<file path="src/rtl/dump_pkg.sv">
// Shared types and constants for the architectural state dump controller.
package dump_pkg;

    localparam int unsigned IDX_W  = 9;
    localparam int unsigned SEL_W  = 5;
    localparam int unsigned ADDR_W = 9;
    localparam int unsigned DATA_W = 32;
    localparam int unsigned TAG_W  = 10;

    // Last register index in the register phase.
    localparam logic [IDX_W-1:0] REG_LAST = 9'd31;

    // Value of the tag phase bit for memory words (register words use 0).
    localparam logic TAG_MEM = 1'b1;

    typedef enum logic [2:0] {
        ST_IDLE,
        ST_REG_ADDR,
        ST_REG_CAP,
        ST_MEM_ADDR,
        ST_MEM_CAP,
        ST_EMIT,
        ST_FINISH
    } state_t;

    typedef enum logic [1:0] {
        MODE_REG  = 2'b00,
        MODE_MEM  = 2'b01,
        MODE_BOTH = 2'b10
    } mode_t;

    // Dumped word tag: phase bit above the 9-bit index.
    typedef struct packed {
        logic             is_mem;
        logic [IDX_W-1:0] idx;
    } tag_t;

endpackage

</file>
<file path="src/rtl/state_dump_ctrl.sv">
// Walks the register file and/or data memory and streams each word out
// over a valid/ready port tagged with its phase and index.
module state_dump_ctrl
    import dump_pkg::*;
#(
    parameter logic [8:0] MEM_LAST = 9'd63
) (
    input  logic              clk,
    input  logic              reset,
    input  logic              start,
    input  logic [1:0]        mode,
    input  logic              abort,
    output logic              busy,
    output logic              done,
    output logic [SEL_W-1:0]  reg_sel,
    input  logic [DATA_W-1:0] reg_data,
    output logic [ADDR_W-1:0] mem_addr,
    input  logic [DATA_W-1:0] mem_data,
    output logic              out_valid,
    input  logic              out_ready,
    output logic [TAG_W-1:0]  out_tag,
    output logic [DATA_W-1:0] out_data
);

    state_t             state, state_nx;
    mode_t              mode_q, mode_nx;
    logic [IDX_W-1:0]   idx, idx_nx;
    logic [SEL_W-1:0]   sel_nx;
    logic [ADDR_W-1:0]  addr_nx;
    tag_t               tag_q, tag_nx;
    logic [DATA_W-1:0]  data_nx;

    assign out_tag = tag_q;

    // Next-state, index and output-register values.
    always_comb begin
        state_nx = state;
        mode_nx  = mode_q;
        idx_nx   = idx;
        sel_nx   = reg_sel;
        addr_nx  = mem_addr;
        tag_nx   = tag_q;
        data_nx  = out_data;

        if (state != ST_IDLE && abort) begin
            state_nx = ST_IDLE;
        end else begin
            case (state)
                ST_IDLE: begin
                    if (start && !abort) begin
                        idx_nx = '0;
                        if (mode == 2'(MODE_MEM)) begin
                            mode_nx  = MODE_MEM;
                            addr_nx  = '0;
                            state_nx = ST_MEM_ADDR;
                        end else begin
                            mode_nx  = (mode == 2'(MODE_REG)) ? MODE_REG : MODE_BOTH;
                            sel_nx   = '0;
                            state_nx = ST_REG_ADDR;
                        end
                    end
                end
                ST_REG_ADDR: state_nx = ST_REG_CAP;
                ST_REG_CAP: begin
                    data_nx  = reg_data;
                    tag_nx   = '{is_mem: ~TAG_MEM, idx: idx};
                    state_nx = ST_EMIT;
                end
                ST_MEM_ADDR: state_nx = ST_MEM_CAP;
                ST_MEM_CAP: begin
                    data_nx  = mem_data;
                    tag_nx   = '{is_mem: TAG_MEM, idx: idx};
                    state_nx = ST_EMIT;
                end
                ST_EMIT: begin
                    if (out_ready) begin
                        if (tag_q.is_mem != TAG_MEM) begin
                            if (idx == REG_LAST) begin
                                if (mode_q == MODE_BOTH) begin
                                    idx_nx   = '0;
                                    addr_nx  = '0;
                                    state_nx = ST_MEM_ADDR;
                                end else begin
                                    state_nx = ST_FINISH;
                                end
                            end else begin
                                idx_nx   = idx + 9'd1;
                                sel_nx   = SEL_W'(idx + 9'd1);
                                state_nx = ST_REG_ADDR;
                            end
                        end else begin
                            if (idx == MEM_LAST) begin
                                state_nx = ST_FINISH;
                            end else begin
                                idx_nx   = idx + 9'd1;
                                addr_nx  = ADDR_W'(idx + 9'd1);
                                state_nx = ST_MEM_ADDR;
                            end
                        end
                    end
                end
                ST_FINISH: state_nx = ST_IDLE;
                default:   state_nx = ST_IDLE;
            endcase
        end
    end

    // State, counter and registered outputs; status flags track the next state.
    always_ff @(posedge clk) begin
        if (!reset) begin
            state     <= ST_IDLE;
            mode_q    <= MODE_REG;
            idx       <= '0;
            reg_sel   <= '0;
            mem_addr  <= '0;
            tag_q     <= '0;
            out_data  <= '0;
            busy      <= 1'b0;
            done      <= 1'b0;
            out_valid <= 1'b0;
        end else begin
            state     <= state_nx;
            mode_q    <= mode_nx;
            idx       <= idx_nx;
            reg_sel   <= sel_nx;
            mem_addr  <= addr_nx;
            tag_q     <= tag_nx;
            out_data  <= data_nx;
            busy      <= (state_nx != ST_IDLE);
            done      <= (state_nx == ST_FINISH);
            out_valid <= (state_nx == ST_EMIT);
        end
    end

endmodule

</file>
<file path="config.mk">
export PLATFORM = sky130hd
export DESIGN_NAME = state_dump_ctrl
export DESIGN_NICKNAME = d
export VERILOG_FILES = /design/src/rtl/dump_pkg.sv /design/src/rtl/state_dump_ctrl.sv
export SDC_FILE = /design/constraint.sdc
export NUM_CORES = 1
export LEC_CHECK = 0
export CAP_MARGIN = 20
export CORE_MARGIN = 1.5
export CORE_UTILIZATION = 55
export DETAILED_ROUTE_END_ITERATION = 6
export DONT_BUFFER_PORTS = 1
export PLACE_DENSITY = 0.8
export SETUP_SLACK_MARGIN = 0.5
export SYNTH_ARGS = -nofsm -noshare
export SYNTH_HDL_FRONTEND = slang
export SYNTH_SLANG_ARGS = --single-unit
</file>
<file path="constraint.sdc">
create_clock -name clk -period 3.6 [get_ports clk]
set_input_delay 0.9 -clock clk [delete_from_list [all_inputs] [get_ports clk]]
set_output_delay 0.9 -clock clk [all_outputs]
set_load 0.005 [all_outputs]
</file>
==> metrics.md, run 1 <==
| Metric | Value |
|---|---|
| Status | `finished, final reports clean` |
| PortBufs | `0` |
| Worst supply voltage drop on vdd | `249 uV` |
| Initial antenna violation count | `0` |
| Global-route usage over all layers | `22.7%` |
| Placed wire-length estimate | `5600 microns` |
| Post-synthesis to final-layout area growth | `3.61%` |
| DRC marker count from the first detailed-route iteration | `214` |
| Peak fanout along the critical path | `47` |
| Worst flop-to-flop path endpoint | `idx[8]` |
| Clock tree from TritonCTS | `done` |
| Number of search-and-repair iterations in the first detailed-routing pass | `5` |
| Setup Slack @ Placement | `1.31 ns` |
| Final setup violation count | `0` |
| Worst hold margin | `0.473 ns` |
| Max-cap check violation count | `0` |
| Count of hold-fix buffers inserted at cts | `0` |
| Number of vias after detailed routing | `2957` |
| R2r setup slk | `1.24 ns` |
| Quantity of gates resized following cts | `0` |
| Clock Latency Late Sink | `0.34 ns` |
| Arrival time worst endpoint | `2.63 ns` |
| Worst setup SP type | `flip-flop` |
| Clock-pin slew on the worst setup and hold paths | `0.07 ns` |
| Final worst-path cycle share | `65.7%` |
| Top-Level Pins | `130` |
| Type of the worst min-delay path | `reg2reg` |
| Crit path from | `state[0]` |
| Switching power total | `378 uW` |
| Fraction of the yosys area taken by sequential cells | `42.1%` |
| Post-CTS Setup Repair Bufs | `0` |
| Register cell area after layout | `1460 sq um` |
| FP Rows | `28` |
| Last element of the critical path | `idx[8]` |
| WP depth | `6` |
| Critical path's top delay family | `simple AND/OR/NAND/NOR gates` |
| Endpoint required time on the critical path | `3.87 ns` |
| Placer's final routability congestion estimate | `0.887` |
| Initial standard-cell utilization of the core | `57.9%` |
| Min cycle time layout | `2.36 ns` |
| Worst-case clock skew | `0.0175 ns` |
| Netlist area before placement | `3470 sq um` |
| Routed Wire Length | `8120 microns` |
| Switching Fraction | `24.8%` |
| Logic pwr share | `7.6%` |
| Launching point of the worst reg2reg path | `state[0]` |
| Internal power of the cells | `1150 uW` |
| Yosys Warn Count | `0` |
| Slew at the pin closest to its max-slew limit | `0.672 ns` |
| Final sum of negative setup slack | `0 ns` |
| Leading cell types in the layout, fill and taps excluded | `sky130_fd_sc_hd__nand2_1 (79), sky130_fd_sc_hd__dfxtp_1 (73), sky130_fd_sc_hd__nor2_1 (54), sky130_fd_sc_hd__o21ai_0 (34), sky130_fd_sc_hd__a311oi_1 (22)` |
| Leak | `0.00116 uW` |
| Layout cells sized above 1 | `9.93%` |
| Power density over cell area | `424 nW/um^2` |
| Multi-input logic area | `1800 sq um` |
| Maximum buffer depth of the clock tree | `2` |
| Via count of the first global-routing pass | `2583` |
| Vert. Die Dim | `82.4 microns` |
| Count of distinct cell types in the synthesized netlist | `49` |
| Worst rel slew slack | `55.1%` |
| Category of the critical setup timing path | `reg2reg` |
| Number of clock sinks seen by CTS | `73` |
| Total power of the final layout | `1520 uW` |
| Net Count, Synth | `493` |
| Number of flops mapped to enable cells by yosys | `0` |
| N_diodes | `0` |
| Number of levels in the clock H-tree | `3` |
| Critical path's largest stage delay | `0.48 ns` |
| Largest net degree at the start of global routing | `48` |
| Post-Syn Instances | `421` |
| Number of design rule violations left after detail routing | `0` |
| CP cell instances | `buf_4, nand3b_1, a31o_2, nor3b_1, a22oi_1, nor2_1` |
| Mean cell area of the mapped netlist | `8.24 sq um` |
| Final Core Density | `60.0%` |
| Wirelength per Cell | `17.0 microns` |
| FILL cells | `547` |
| Total congestion overflow | `0` |
| Detailed-route vias per instance | `6.19` |
| Share of total power in sequential cells | `55.3%` |
| Die ar. | `6790 sq um` |
| Nets | `472` |
| Setup repair after global routing missed its margin | `false` |
| Residual antenna-violating net count after detailed routing | `0` |
| Cell with the largest stage delay on the worst path | `sky130_fd_sc_hd__nor3b_1` |
| Most used DFF post-synth | `sky130_fd_sc_hd__dfxtp_1` |
| Horizontal die dimension | `82.4 microns` |
| Part of the power in the clock network | `37.1%` |
| Count of final max-slew check failures | `0` |
| Share of synthesized registers carrying an async set or reset | `0%` |
| Endpoint kind of the worst setup timing path | `flip-flop` |
| Max Clock Freq | `423 MHz` |
| Root buffer selected by CTS | `sky130_fd_sc_hd__clkbuf_8` |
| Logic depth of the worst register-to-register path | `6` |
| Combined buffer and inverter count along the critical path | `1` |
| Clock buffer count from CTS | `9` |
| Core ar. | `5990 sq um` |
| PnR worst setup slack | `1.24 ns` |
| Wire length of the first global-routing pass | `11900 microns` |
| Final number of hold-violating endpoints | `0` |
| Most frequent standard cell in the layout excluding fill and tap cells | `sky130_fd_sc_hd__nand2_1` |
| Flip-flop and latch count after synthesis | `73` |
kinds of logic after synthesis:
group / count (synthesis) / synth area share [%]
xor gates and xnor gates: 7 / 1.77
buffers and inverters: 44 / 5.99
adders and majority gates: 1 / 0.361
AOI/OAI and AO/OA: 108 / 23.6
muxes: 13 / 3.79
and+or+nand+nor: 175 / 22.3
DFF: 73 / 42.1
cells in the mapped netlist (2+ instances only):
| master | n | share of area, % |
|---|---|---|
| sky130_fd_sc_hd__a21oi_1 | 20 | 2.9 |
| sky130_fd_sc_hd__a22oi_1 | 3 | 0.65 |
| sky130_fd_sc_hd__a311oi_1 | 22 | 5.6 |
| sky130_fd_sc_hd__a311oi_2 | 10 | 4.3 |
| sky130_fd_sc_hd__a31o_2 | 2 | 0.51 |
| sky130_fd_sc_hd__and2_1 | 3 | 0.54 |
| sky130_fd_sc_hd__buf_2 | 10 | 1.4 |
| sky130_fd_sc_hd__buf_4 | 4 | 0.87 |
| sky130_fd_sc_hd__buf_6 | 2 | 0.65 |
| sky130_fd_sc_hd__clkbuf_1 | 22 | 2.4 |
| sky130_fd_sc_hd__dfxtp_1 | 73 | 42 |
| sky130_fd_sc_hd__inv_1 | 6 | 0.65 |
| sky130_fd_sc_hd__mux2i_1 | 12 | 3.5 |
| sky130_fd_sc_hd__nand2_1 | 79 | 8.5 |
| sky130_fd_sc_hd__nand2b_1 | 5 | 0.90 |
| sky130_fd_sc_hd__nand3_1 | 5 | 0.72 |
| sky130_fd_sc_hd__nand3b_1 | 4 | 0.87 |
| sky130_fd_sc_hd__nand4_1 | 2 | 0.36 |
| sky130_fd_sc_hd__nor2_1 | 55 | 6.0 |
| sky130_fd_sc_hd__nor2b_1 | 2 | 0.36 |
| sky130_fd_sc_hd__nor3_1 | 5 | 0.72 |
| sky130_fd_sc_hd__nor3b_1 | 2 | 0.43 |
| sky130_fd_sc_hd__o211ai_1 | 3 | 0.65 |
| sky130_fd_sc_hd__o21ai_0 | 34 | 4.9 |
| sky130_fd_sc_hd__or3_1 | 7 | 1.3 |
| sky130_fd_sc_hd__xnor2_1 | 3 | 0.76 |
| sky130_fd_sc_hd__xor2_1 | 4 | 1.0 |
power groups by stage:
| stage | clock, uW | combinational (uW) | sequential (uW) |
|---|---|---|---|
| after global placement | 0 | 112 | 862 |
| final | 565 | 116 | 844 |
| after CTS | 573 | 116 | 844 |
| after floorplan | 0 | 107 | 856 |
| after global routing | 604 | 129 | 846 |
| after detailed placement | 0 | 115 | 862 |
area by class of cell:
type / count / area share, %
inverters: 6 / 0.627
multi-input cells: 304 / 50.1
clock buffers: 11 / 4.21
repair buffers: 6 / 1.25
clock inverters: 3 / 0.487
flip-flops and latches: 73 / 40.7
well taps: 75 / 2.61
layer usage:
metal,vias to the layer above,routed length [microns],track usage [%]
li1,1428,-,-
met1,1399,3470,28.9
met2,118,4000,36.7
met3,12,542,5.05
met4,0,111,10.2
met5,-,0,0
registers in the layout, indices dropped and copies added (netlist names), 2 cells and up:
name / count
out_tag: 10
state: 3
idx: 9
out_data: 32
mem_addr: 9
mode_q: 2
reg_sel: 5
how the worst min path moves through the flow:
| stage | cells past startpoint | slack [ns] | end | start |
|---|---|---|---|---|
| 6_report | 2 | 0.47 | out_tag[5] | out_tag[5] |
| 5_1_grt | 2 | 0.51 | reg_sel[3] | reg_sel[3] |
| 4_1_cts | 2 | 0.48 | out_tag[5] | out_tag[5] |
| 3_5_place_dp | 2 | 0.47 | out_tag[5] | out_tag[5] |
| 3_3_place_gp | 2 | 0.45 | mode_q[1] | mode_q[1] |
| 2_1_floorplan | 2 | 0.44 | mode_q[1] | mode_q[1] |
worst register-to-register path, delay by kind of cell (launching register included):
kind / cells / cell delay [ns]
buf+inv: 1 / 0.37
compound gates: 2 / 0.56
simple gates: 3 / 1.07
flops: 1 / 0.31
through the flow:
step,cells,area (sq um)
floorplan,421,3470
global placement,464,3420
detailed placement,464,3420
CTS,478,3590
global route,478,3590
finish,478,3590
No activity file was read; power rests on OpenSTA's default activity.
==> run 2, diff against run 1 <==
PLACE_DENSITY = 0.83   (was 0.8)
clock period = 2.05 ns   (was 3.6 ns; I/O delays follow)
==> metrics.md, run 2 (synthesized netlist as in run 1, its figures left out) <==
| Metric | Value |
|---|---|
| Status | `finished, final reports clean` |
| Final worst-path cycle share | `88.7%` |
| Number of flip-flops under the largest register name | `32` |
| Number of vias after detailed routing | `3627` |
| Via count of the first global-routing pass | `3032` |
| Routed Wire Length | `12200 microns` |
| Register with the most flip-flops | `out_data` |
| Cell with the largest stage delay on the worst path | `sky130_fd_sc_hd__or3_4` |
| Final cell count without fillers | `536` |
| GR Util met1 | `31.7%` |
| Worst-case clock skew | `0.00572 ns` |
| Placed wire-length estimate | `5930 microns` |
| Slew at the pin closest to its max-slew limit | `0.445 ns` |
| Worst rel slew slack | `70.1%` |
| Wire length of the first global-routing pass | `14300 microns` |
| Endpoint kind of the worst setup timing path | `flip-flop` |
| Critical path's top delay family | `simple AND/OR/NAND/NOR gates` |
| Nets | `528` |
| Most Crowded Layer GR | `met2` |
| Total congestion overflow | `0` |
| Layout cells sized above 1 | `34.1%` |
| Placer's final routability congestion estimate | `0.863` |
| Core ar. | `5990 sq um` |
| Post-synthesis to final-layout area growth | `37.9%` |
| Count of final max-slew check failures | `0` |
| Vert. Die Dim | `82.4 microns` |
| Number of search-and-repair iterations in the first detailed-routing pass | `5` |
| Leak | `0.00168 uW` |
| Number of clock sinks seen by CTS | `73` |
| Max Clock Freq | `550 MHz` |
| Worst supply voltage drop on vdd | `635 uV` |
| Peak fanout along the critical path | `7` |
| FILL cells | `344` |
| Horizontal die dimension | `82.4 microns` |
| GR met2 Demand/Resource | `46.8%` |
| Multi-input logic area | `2160 sq um` |
| Detailed-route vias per instance | `6.77` |
| Residual antenna-violating net count after detailed routing | `0` |
| Combined buffer and inverter count along the critical path | `1` |
| Number of levels in the clock H-tree | `3` |
| Arrival time worst endpoint | `2.10 ns` |
| Final setup violation count | `0` |
| Leading cell types in the layout, fill and taps excluded | `sky130_fd_sc_hd__nand2_1 (73), sky130_fd_sc_hd__dfxtp_1 (63), sky130_fd_sc_hd__nor2_1 (35), sky130_fd_sc_hd__o21ai_0 (33), sky130_fd_sc_hd__buf_4 (29)` |
| Min cycle time layout | `1.82 ns` |
| Final number of hold-violating endpoints | `0` |
| Wirelength per Cell | `22.7 microns` |
| Most frequent standard cell in the layout excluding fill and tap cells | `sky130_fd_sc_hd__nand2_1` |
| CP cell instances | `ha_4, and4_4, nand4_1, buf_4, o211ai_4, or3_4, a21oi_2` |
| Register cell area after layout | `1490 sq um` |
| Clock-pin slew on the worst setup and hold paths | `0.08 ns` |
| Number of design rule violations left after detail routing | `0` |
| Number of cells on the worst hold path | `2` |
| Endpoint required time on the critical path | `2.34 ns` |
| Type of the worst min-delay path | `in2reg` |
| Critical path's largest stage delay | `0.43 ns` |
| PortBufs | `0` |
| WP depth | `7` |
| FP Rows | `28` |
| Power density over cell area | `663 nW/um^2` |
| Setup Slack @ Placement | `0.125 ns` |
| Grt met3 use | `9.23%` |
| Largest net degree at the start of global routing | `39` |
| Clock Latency Late Sink | `0.36 ns` |
| Clock buffer count from CTS | `9` |
| Global-route usage over all layers | `28.0%` |
| N_diodes | `0` |
| Initial standard-cell utilization of the core | `57.9%` |
| Category of the critical setup timing path | `reg2reg` |
| Max-cap check violation count | `0` |
| PnR worst setup slack | `0.231 ns` |
| Maximum buffer depth of the clock tree | `2` |
| Logic depth of the worst register-to-register path | `7` |
| Number of instances in the placed design | `473` |
| Clock tree from TritonCTS | `done` |
| Final sum of negative setup slack | `0 ns` |
| Die ar. | `6790 sq um` |
| Root buffer selected by CTS | `sky130_fd_sc_hd__clkbuf_8` |
| Worst setup SP type | `flip-flop` |
| Setup repair after global routing missed its margin | `true` |
| DRC marker count from the first detailed-route iteration | `314` |
| Top-Level Pins | `130` |
| Initial antenna violation count | `0` |
| Count of hold-fix buffers inserted at cts | `0` |
| Final Core Density | `79.8%` |
==> run 2: path summary, 6_finish.rpt <==
| kind | to | start | slack, ns |
|---|---|---|---|
| worst min-delay path | mem_addr[0] | reset | 0.30 |
| worst max-delay path | idx[1] | idx[1] | 0.23 |
| worst max register to register | idx[1] | idx[1] | 0.23 |
| worst min register to register | out_tag[4] | out_tag[4] | 0.48 |
==> run 2: routing by layer <==
metal	part of all wire [%]	wire length, microns
met1	38	4630
met2	48	5900
met3	10	1220
met4	3.4	419
met5	0	0
==> run 2: repair_timing <==
item | in CTS | in global routing
pin swaps | 12 | 23
cloned | 2 | 9
endpoints found under the setup margin | 69 | 61
endpoints found under the hold margin | 0 | 0
gates resized for setup | 28 | 68
setup buffers | 15 | 21
==> run 2: final cells by class <==
| class | instances | share of cell area [%] |
|---|---|---|
| timing repair buffer | 62 | 16.5 |
| multi-input combinational | 304 | 45.1 |
| tap | 75 | 1.96 |
| clock inverter | 5 | 1.62 |
| clock buffer | 11 | 3.17 |
| inverter | 6 | 0.471 |
| sequential | 73 | 31.1 |
==> run 2: through the flow <==
stage,area [sq um],total power [uW],hold slack (ns)
2_1_floorplan,3620,1710,0.437
3_3_place_gp,3620,1730,0.444
3_5_place_dp,3620,1740,0.471
4_1_cts,4150,3040,0.295
5_1_grt,4780,3250,0.296
6_report,4780,3170,0.303
==> run 2: power breakdown <==
part | total, uW | switching (uW) | internal (uW)
registers | 1480 | 37.2 | 1450
clock network | 1310 | 559 | 748
logic | 379 | 201 | 178
total | 3170 | 797 | 2370
